<file path="src/rtl/comm_link_pkg.sv">
// comm_link_pkg: shared state encodings, sync nibbles and field positions of the
// board-to-board link.
package comm_link_pkg;

    typedef enum logic [2:0] {T_IDLE, T_SETUP, T_STROBE, T_RELEASE, T_DONE} tx_state_e;
    typedef enum logic [1:0] {R_IDLE, R_WAITLOW, R_DELIVER, R_ACKLOW} rx_state_e;

    localparam logic [3:0] SYNC_MASTER = 4'hA;
    localparam logic [3:0] SYNC_SLAVE  = 4'h5;

    localparam int DATA_LSB     = 0;
    localparam int DATA_MSB     = 3;
    localparam int STROBE_BIT   = 4;
    localparam int ACK_BIT      = 5;
    localparam int TX_REQ_BIT   = 4;
    localparam int RX_ACK_BIT   = 5;
    localparam int TX_DONE_BIT  = 4;
    localparam int RX_VALID_BIT = 5;

endpackage

</file>
<file path="src/rtl/comm_link_sync.sv">
// comm_link_sync: WIDTH-bit, STAGES-deep flop chain bringing the peer's wires into
// the local clock domain.
module comm_link_sync #(
    parameter int WIDTH  = 1,
    parameter int STAGES = 2
) (
    input  logic             clk_i,
    input  logic             rst_ni,
    input  logic [WIDTH-1:0] d_i,
    output logic [WIDTH-1:0] q_o
);

    logic [WIDTH-1:0] stage_q [STAGES];

    always_ff @(posedge clk_i) begin
        if (!rst_ni) begin
            for (int i = 0; i < STAGES; i++) stage_q[i] <= '0;
        end else begin
            stage_q[0] <= d_i;
            for (int i = 1; i < STAGES; i++) stage_q[i] <= stage_q[i-1];
        end
    end

    assign q_o = stage_q[STAGES-1];

endmodule

</file>
<file path="src/rtl/comm_link.sv">
// comm_link: full-duplex 4-phase nibble link between two boards, with a one-time
// master/slave sync exchange, TX stall timeout and link status.
module comm_link
    import comm_link_pkg::*;
#(
    parameter int SYNC_STAGES    = 2,
    parameter int TIMEOUT_CYCLES = 50_000_000
) (
    input  logic       clk_clk,
    input  logic       reset_reset_n,
    input  logic       masterslave_ismaster,
    input  logic [5:0] sys_tx,
    output logic [5:0] sys_rx,
    output logic [5:0] link_out,
    input  logic [5:0] link_in,
    output logic       link_up,
    output logic       link_err
);

    localparam int CW = $clog2(TIMEOUT_CYCLES + 1);

    tx_state_e tx_q, tx_d;
    rx_state_e rx_q, rx_d;
    logic [3:0]    tx_data_q, tx_data_d, cap_q, cap_d, dout_q, dout_d;
    logic          is_sync_q, is_sync_d, sync_sent_q, sync_sent_d, reply_q, reply_d;
    logic          up_q, up_d, err_q, err_d;
    logic [CW-1:0] cnt_q, cnt_d;
    logic [5:0]    link_s;
    logic          peer_strobe, peer_ack, counting, timeout, sync_go;
    logic [3:0]    sync_val;

    comm_link_sync #(.WIDTH(6), .STAGES(SYNC_STAGES)) u_sync (
        .clk_i  (clk_clk),
        .rst_ni (reset_reset_n),
        .d_i    (link_in),
        .q_o    (link_s)
    );

    assign peer_strobe = link_s[STROBE_BIT];
    assign peer_ack    = link_s[ACK_BIT];
    assign counting    = (tx_q == T_STROBE) || (tx_q == T_RELEASE);
    assign timeout     = counting && (cnt_q == CW'(TIMEOUT_CYCLES));
    assign sync_go     = !err_q && ((masterslave_ismaster && !sync_sent_q) || reply_q);
    assign sync_val    = masterslave_ismaster ? SYNC_MASTER : SYNC_SLAVE;

    always_comb begin
        tx_d        = tx_q;
        rx_d        = rx_q;
        tx_data_d   = tx_data_q;
        cap_d       = cap_q;
        dout_d      = dout_q;
        is_sync_d   = is_sync_q;
        sync_sent_d = sync_sent_q;
        reply_d     = reply_q;
        up_d        = up_q;
        err_d       = err_q;
        case (tx_q)
            T_IDLE: begin
                if (sync_go) begin
                    tx_d        = T_SETUP;
                    tx_data_d   = sync_val;
                    is_sync_d   = 1'b1;
                    sync_sent_d = 1'b1;
                    reply_d     = 1'b0;
                end else if (up_q && sys_tx[TX_REQ_BIT]) begin
                    tx_d      = T_SETUP;
                    tx_data_d = sys_tx[DATA_MSB:DATA_LSB];
                    is_sync_d = 1'b0;
                end
            end
            T_SETUP:   tx_d = T_STROBE;
            T_STROBE:  tx_d = peer_ack ? T_RELEASE : T_STROBE;
            T_RELEASE: begin
                if (!peer_ack) begin
                    tx_d = is_sync_q ? T_IDLE : T_DONE;
                    // The slave's link comes up once its reply has been fully handshaken
                    if (is_sync_q && !masterslave_ismaster && !err_q) up_d = 1'b1;
                end
            end
            T_DONE:    tx_d = sys_tx[TX_REQ_BIT] ? T_DONE : T_IDLE;
            default:   tx_d = T_IDLE;
        endcase
        case (rx_q)
            R_IDLE: begin
                if (peer_strobe) begin
                    rx_d  = R_WAITLOW;
                    cap_d = link_s[DATA_MSB:DATA_LSB];
                end
            end
            R_WAITLOW: begin
                if (!peer_strobe) begin
                    rx_d   = up_q ? R_DELIVER : R_IDLE;
                    dout_d = up_q ? cap_q : dout_q;
                    if (!up_q && !err_q) begin
                        if (masterslave_ismaster && cap_q == SYNC_SLAVE) up_d = 1'b1;
                        if (!masterslave_ismaster && cap_q == SYNC_MASTER) reply_d = 1'b1;
                    end
                end
            end
            R_DELIVER: rx_d = sys_tx[RX_ACK_BIT] ? R_ACKLOW : R_DELIVER;
            R_ACKLOW:  rx_d = sys_tx[RX_ACK_BIT] ? R_ACKLOW : R_IDLE;
            default:   rx_d = R_IDLE;
        endcase
        if (timeout) begin
            tx_d  = T_IDLE;
            err_d = 1'b1;
            up_d  = 1'b0;
        end
        cnt_d = (tx_d != tx_q) ? '0 : counting ? cnt_q + CW'(1) : cnt_q;
    end

    always_ff @(posedge clk_clk) begin
        if (!reset_reset_n) begin
            tx_q        <= T_IDLE;
            rx_q        <= R_IDLE;
            tx_data_q   <= '0;
            cap_q       <= '0;
            dout_q      <= '0;
            is_sync_q   <= 1'b0;
            sync_sent_q <= 1'b0;
            reply_q     <= 1'b0;
            up_q        <= 1'b0;
            err_q       <= 1'b0;
            cnt_q       <= '0;
        end else begin
            tx_q        <= tx_d;
            rx_q        <= rx_d;
            tx_data_q   <= tx_data_d;
            cap_q       <= cap_d;
            dout_q      <= dout_d;
            is_sync_q   <= is_sync_d;
            sync_sent_q <= sync_sent_d;
            reply_q     <= reply_d;
            up_q        <= up_d;
            err_q       <= err_d;
            cnt_q       <= cnt_d;
        end
    end

    assign link_out = {rx_q == R_WAITLOW, tx_q == T_STROBE, tx_data_q};
    assign sys_rx   = {rx_q == R_DELIVER, tx_q == T_DONE, dout_q};
    assign link_up  = up_q;
    assign link_err = err_q;

endmodule

</file>
<file path="config.mk">
export PLATFORM = sky130hd
export DESIGN_NAME = comm_link
export DESIGN_NICKNAME = d
export VERILOG_FILES = /design/src/rtl/comm_link_pkg.sv /design/src/rtl/comm_link_sync.sv /design/src/rtl/comm_link.sv
export SDC_FILE = /design/constraint.sdc
export NUM_CORES = 1
export LEC_CHECK = 0
export CAP_MARGIN = 40
export CORE_MARGIN = 5
export CORE_UTILIZATION = 45
export CTS_CLUSTER_SIZE = 24
export DETAILED_ROUTE_END_ITERATION = 8
export PLACE_DENSITY = 0.66
export SETUP_SLACK_MARGIN = 0.4
export SLEW_MARGIN = 20
export SYNTH_ARGS = -nofsm -noshare
export SYNTH_HDL_FRONTEND = slang
export SYNTH_SLANG_ARGS = --single-unit
</file>
<file path="constraint.sdc">
create_clock -name clk_clk -period 4.8 [get_ports clk_clk]
set_input_delay 0.48 -clock clk_clk [delete_from_list [all_inputs] [get_ports clk_clk]]
set_output_delay 0.48 -clock clk_clk [all_outputs]
set_load 0.05 [all_outputs]
</file>
==> flow_summary.toml, run 1 <==
[cells_and_area]
multi_input_area_mm2 = 0.00126
layout-drive-gt1-share_pct = 7.84
n_antenna_cell = 0
nets = 318
n_fill_cell = 514
area_growth_pct = 20.6
seq_area_mm2 = 0.00120

[die]
ioPinCount = 29
dieWidth_um = 85.2
core_area_mm2 = 0.00551
die-area_mm2 = 0.00725
floorplan.initialDensity_pct = 46.2
die_h_um = 85.2
rows = 27

[logic_synthesis]
synth_nets = 288
yosysSeqAreaShare_pct = 47.2
yosys.cell_count.top_type = "dfxtp_1"
netlist_area_mm2 = 0.00254
synthFlopType = "dfxtp_1"
synthTopCellsByCount = "dfxtp_1 (60), nor2_1 (52), xor2_1 (22)"
synth.distinct_cells = 44
syn_area_per_cell_um2 = 9.38
synth_seq_cells = 60
synthTopCellsByArea = "dfxtp_1 (47%), nor2_1 (7.7%), xor2_1 (7.6%)"
yosysWarnings = 0
yosys.area.top_type = "dfxtp_1"
syn_inst = 271
synth_edf_count = 0
synth_top_area_share_pct = 47.2
synthArstFlopShare_pct = 0

[power]
ir_drop_mv = 0.161
p_leak_nw = 1.10
power_mw = 1.11
power_density_mw_per_mm2 = 363

[sta]
holdWs_ps = 435
drv_slew = 0
fmax_mhz = 361
setup_viol = 0
hold_viol = 0
setup_slack_ps = 2030
min_period_over_period_pct = 57.8
worst-slew-pin-transition_ps = 809
fin_skew_ps = 5.83
grt_setup_unrepaired = "no"
period_needed_ps = 2770
setup_tns_ps = 0
relSlewSlack_pct = 46.0

[clocking]
cts_sinks = 60
cts_made_buffers = 9
clockRootBuffer = "clkbuf_8"
cts_tree = "done"
path_clk_slew_ps = 70
post_cts_resized = 0
hold_buffers = 0
insertion_delay_ps = 330
postCtsSetupBuffers = 0
clockBufferDepth = 2
h-tree-depth = 3

[routing]
drt_first_pass_iters = 4
vias = 1892
avgRoutedWirePerCell_um = 12.2
drc_errors = 0
ant_nets = 0
drt_iter0_drc = 89
wl_um = 4600
vias_per_cell = 5.01

[grt]
grt_antenna_before_repair = 0
grt_pass1_vias = 1807
grt_max_degree = 27
overflow = 0
grt.total_usage_pct = 14.0
grt_pass1_wl_um = 8090

[critical_path]
path_class = "register to output port"
worstPathRequired_ps = 4320
reg2reg_depth = 5
arrival_ps = 2290
reg2reg_to = "cnt_q[3]"
critPathMaxFanout = 11
end_kind = "output port"
crit-reg2reg-launch = "tx_q[1]"
cp-startpoint = "tx_q[1]"
worstSetupEndpoint = "link_out[4]"
startpoint_type = "register"
reg2reg_slack_ps = 2450

[placed_design]
io_buffers = 28
hpwlAfterDp_um = 3260
place_ws_ps = 2350
routabilityCongestion = 0.762

[run_status]
status = "completed"

[run]
cap_violations = 0

[min_path]
hold-path-cell-count = 1
hp-class = "register to register"
-- where the power goes --
part	switching [mW]	total (mW)	internal, mW	leakage, nW
Combinational	0.0552	0.0932	0.0381	0.497
Clock	0.205	0.501	0.295	0.114
Sequential	0.00756	0.519	0.511	0.488
Total	0.268	1.11	0.845	1.10
-- worst max-delay path: stages, from the launching register on --
cell,delay [ps]
dfxtp_1,390
nor2b_1,570
nor2b_1,200
clkdlybuf4s50_1,800
-- per-layer routing --
| layer | up-vias | wire length [µm] | global-route usage [%] |
|---|---|---|---|
| met5 | - | 0 | 0 |
| li1 | 996 | - | - |
| met4 | 0 | 101 | 7.34 |
| met2 | 30 | 1980 | 20.6 |
| met1 | 858 | 2310 | 18.0 |
| met3 | 8 | 211 | 5.05 |
-- cells in the final DEF (no fill, tap or decap), types with 2 or more instances in the layout --
| master | count |
|---|---|
| nand3b_1 | 2 |
| inv_1 | 2 |
| nor4_1 | 2 |
| a211oi_1 | 4 |
| nor3b_1 | 3 |
| and2_1 | 14 |
| nand4b_1 | 3 |
| mux2i_1 | 11 |
| nand4_1 | 11 |
| o21a_1 | 2 |
| nor2b_1 | 6 |
| nand3_1 | 7 |
| or3_1 | 2 |
| clkinv_4 | 3 |
| bufinv_16 | 2 |
| clkdlybuf4s50_1 | 28 |
| a21oi_1 | 7 |
| xnor2_1 | 3 |
| dfxtp_1 | 60 |
| nor2_1 | 52 |
| nand3_2 | 2 |
| o21ai_0 | 2 |
| and3_1 | 4 |
| ha_1 | 2 |
| nor3_1 | 4 |
| a22oi_1 | 3 |
| nand2_1 | 17 |
| clkbuf_8 | 9 |
| xor2_1 | 22 |
| and4_1 | 3 |
-- flip-flops by register name (all words and copies together) (netlist names) --
signal / count
tx_data_q: 4
is_sync_q: 1
sync_sent_q: 1
tx_q: 3
dout_q: 4
cap_q: 4
reply_q: 1
cnt_q: 26
u_sync.stage_q: 12
link_err: 1
link_up: 1
rx_q: 2
-- per-stage QoR --
stage               util [%]  cell area, µm²  cells
global route            55.7            3070    378
finish                  55.7            3070    378
global placement        51.6            2840    362
CTS                     55.7            3070    378
detailed placement      51.6            2840    362
floorplan                  -            2540    271
-- area by class of cell --
class	instances	area share, %
clock buffers	9	4.04
clock inverters	7	3.26
inverters	3	0.367
multi-input cells	199	41.1
flip-flops and latches	60	39.2
well taps	72	2.94
repair buffers	28	9.14
-- cell families after synthesis --
| logic type | Yosys count | share of synthesized area [%] |
|---|---|---|
| AND/OR/NAND/NOR | 139 | 29.2 |
| flip-flops | 60 | 47.2 |
| XOR/XNOR | 25 | 8.61 |
| AO/OA/AOI/OAI | 22 | 6.40 |
| buffers and inverters | 12 | 3.20 |
| multiplexers | 11 | 4.33 |
| adder cells (fa/ha/maj) | 2 | 0.984 |
-- worst min path at each step --
stage                              start                    end  slack [ps]
detailed placement  u_sync.stage_q[0][3]   u_sync.stage_q[0][9]         420
global route        u_sync.stage_q[0][5]  u_sync.stage_q[0][11]         450
finish              u_sync.stage_q[0][1]   u_sync.stage_q[0][7]         430
CTS                 u_sync.stage_q[0][3]   u_sync.stage_q[0][9]         440
floorplan           u_sync.stage_q[0][5]  u_sync.stage_q[0][11]         410
global placement    u_sync.stage_q[0][1]   u_sync.stage_q[0][7]         410
(Power assumes the default switching activity.)
==> run 2: changes to the inputs <==
--- a/config.mk
+++ b/config.mk
@@ -10,7 +10,7 @@
 export CORE_UTILIZATION = 45
 export CTS_CLUSTER_SIZE = 24
 export DETAILED_ROUTE_END_ITERATION = 8
-export PLACE_DENSITY = 0.66
+export PLACE_DENSITY = 0.69
 export SETUP_SLACK_MARGIN = 0.4
 export SLEW_MARGIN = 20
 export SYNTH_ARGS = -nofsm -noshare
==> constraint.sdc (replaced) <==
create_clock -name clk_clk -period 2.3 [get_ports clk_clk]
set_input_delay 0.23 -clock clk_clk [delete_from_list [all_inputs] [get_ports clk_clk]]
set_output_delay 0.23 -clock clk_clk [all_outputs]
set_load 0.05 [all_outputs]
==> run 2 against run 1 <==
Against the previous run: setup slack lost 1600 ps; utilization grew 0.77 points; clock-buffer cell count rose by 3; clock skew up 3.1 ps; critical endpoint is now link_up.
==> flow_summary.toml, run 2 (synthesis gave the netlist of run 1 again) <==
[critical_path]
critPathMaxFanout = 5
crit-reg2reg-launch = "cnt_q[0]"
cp_cell_sequence = "clkdlybuf4s50_1"
path_buf_inv = 1
reg2reg_depth = 8
crit_family = "buffers and inverters"
reg2reg_to = "cnt_q[2]"
slowest_stage = "clkdlybuf4s50_1"
arrival_ps = 1610
startpoint_type = "register"
worstPathRequired_ps = 2070
reg2reg_slack_ps = 530
path_class = "register to output port"
max_stage_delay_ps = 840
end_kind = "output port"

[cells_and_area]
area_growth_pct = 22.3
layout_commonest_cell = "dfxtp_1"
nets = 324
layout-drive-gt1-share_pct = 10.6
final_cell_mix = "dfxtp_1 (60), nor2_1 (52), clkdlybuf4s50_1 (24)"
max_flop_register = "cnt_q"
largest_reg_flops = 26
reg.largest.list = "cnt_q: 26 flops, u_sync.stage_q: 12 flops"
n_antenna_cell = 0

[min_path]
min_to = "u_sync.stage_q[0][11]"
hp-class = "register to register"
hp-start = "u_sync.stage_q[0][5]"
hold-path-cell-count = 1

[power]
internal-power_mw = 1.72
ir_drop_mv = 0.318
power.share.clock_pct = 42.5
power_density_mw_per_mm2 = 725
p_comb_share_pct = 9.4
p_leak_nw = 1.14
power_switching_mw = 0.539
netSwitchingFraction_pct = 23.9
seq_power_share_pct = 48.1
power_mw = 2.26

[grt]
grt_pass1_wl_um = 8350
grt_pass1_vias = 1854
grt_antenna_before_repair = 0
grt.total_usage_pct = 14.5
grt_max_degree = 27
overflow = 0

[clocking]
path_clk_slew_ps = 60
h-tree-depth = 3
cts_made_buffers = 9
clockBufferDepth = 2
clockRootBuffer = "clkbuf_8"
insertion_delay_ps = 340
cts_tree = "done"
cts_sinks = 60
postCtsSetupBuffers = 0

[die]
floorplan.initialDensity_pct = 46.2
dieWidth_um = 85.2
die_h_um = 85.2
ioPinCount = 29
core_area_mm2 = 0.00551
die-area_mm2 = 0.00725
rows = 27

[placed_design]
routabilityCongestion = 0.784
io_buffers = 28
hpwlAfterDp_um = 3370

[routing]
drt_iter0_drc = 75
avgRoutedWirePerCell_um = 12.6
drc_errors = 0
wl_um = 4840
vias_per_cell = 5.07
ant_nets = 0
vias = 1947
drt_first_pass_iters = 4

[run]
cap_violations = 0

[sta]
drv_slew = 0
setup_viol = 0
fin_skew_ps = 8.90
min_period_over_period_pct = 80.0
fmax_mhz = 543
worst-slew-pin-transition_ps = 513
grt_setup_unrepaired = "no"
relSlewSlack_pct = 65.7
hold_viol = 0
setup_tns_ps = 0
period_needed_ps = 1840

[run_status]
status = "completed"
run 2: cell count changes in the layout (fill, tap and decap cells not counted), moves of 2 or more:
cell / change
buf_4: +6
clkbuf_8: +2
clkdlybuf4s50_1: -4
clkinv_4: -3
dlygate4sd2_1: +3
run 2: area by class of cell:
cell class	count	area (µm²)
Clock buffer	12	155
Tap cell	72	90.1
Inverter	3	11.3
Fill cell	517	2400
Clock inverter	4	47.5
Multi-Input combinational cell	199	1270
Timing Repair Buffer	34	332
Sequential cell	60	1200
run 2: worst max-delay path by stage:
stage                         start           end  slack [ps]  depth (start not counted)
2_1_floorplan               tx_q[0]      cnt_q[0]         610                          7
3_5_place_dp   masterslave_ismaster  tx_data_q[1]         260                          6
3_3_place_gp   masterslave_ismaster  tx_data_q[1]         380                          6
5_1_grt                    cnt_q[4]      cnt_q[0]         400                          6
6_report                    link_up       link_up         460                          1
4_1_cts                    link_err      link_err         460                          1
run 2: routing by layer:
layer | up-vias | global-route usage, % | part of all wire [%]
li1 | 1001 | - | -
met1 | 897 | 19.0 | 50
met2 | 34 | 20.7 | 43
met3 | 15 | 5.15 | 5.0
met4 | 0 | 7.77 | 2.6
met5 | - | 0 | 0
run 2: metrics by stage:
stage | instances | setup WS [ps] | area [µm²] | hold WS [ps] | util (%)
6_report | 384 | 460 | 3110 | 430 | 56.5
5_1_grt | 384 | 404 | 3110 | 440 | 56.5
4_1_cts | 384 | 457 | 3100 | 435 | 56.3
3_5_place_dp | 368 | 256 | 2900 | 419 | 52.6
3_3_place_gp | 368 | 384 | 2900 | 415 | 52.6
2_1_floorplan | 271 | 605 | 2540 | 352 | -
run 2: what timing repair did:
action | in CTS | in global routing
pin swaps | 0 | 1
hold buffers | 0 | 0
setup endpoints to repair | 4 | 4
gates resized for setup | 4 | 3
run 2: power groups by stage:
stage               Combinational (mW)  Clock, mW  Sequential (mW)
floorplan                        0.118          0             1.13
global placement                 0.208          0             1.11
detailed placement               0.210          0             1.11
CTS                              0.211      0.979             1.09
global route                     0.232       1.02             1.09
finish                           0.212      0.958             1.09
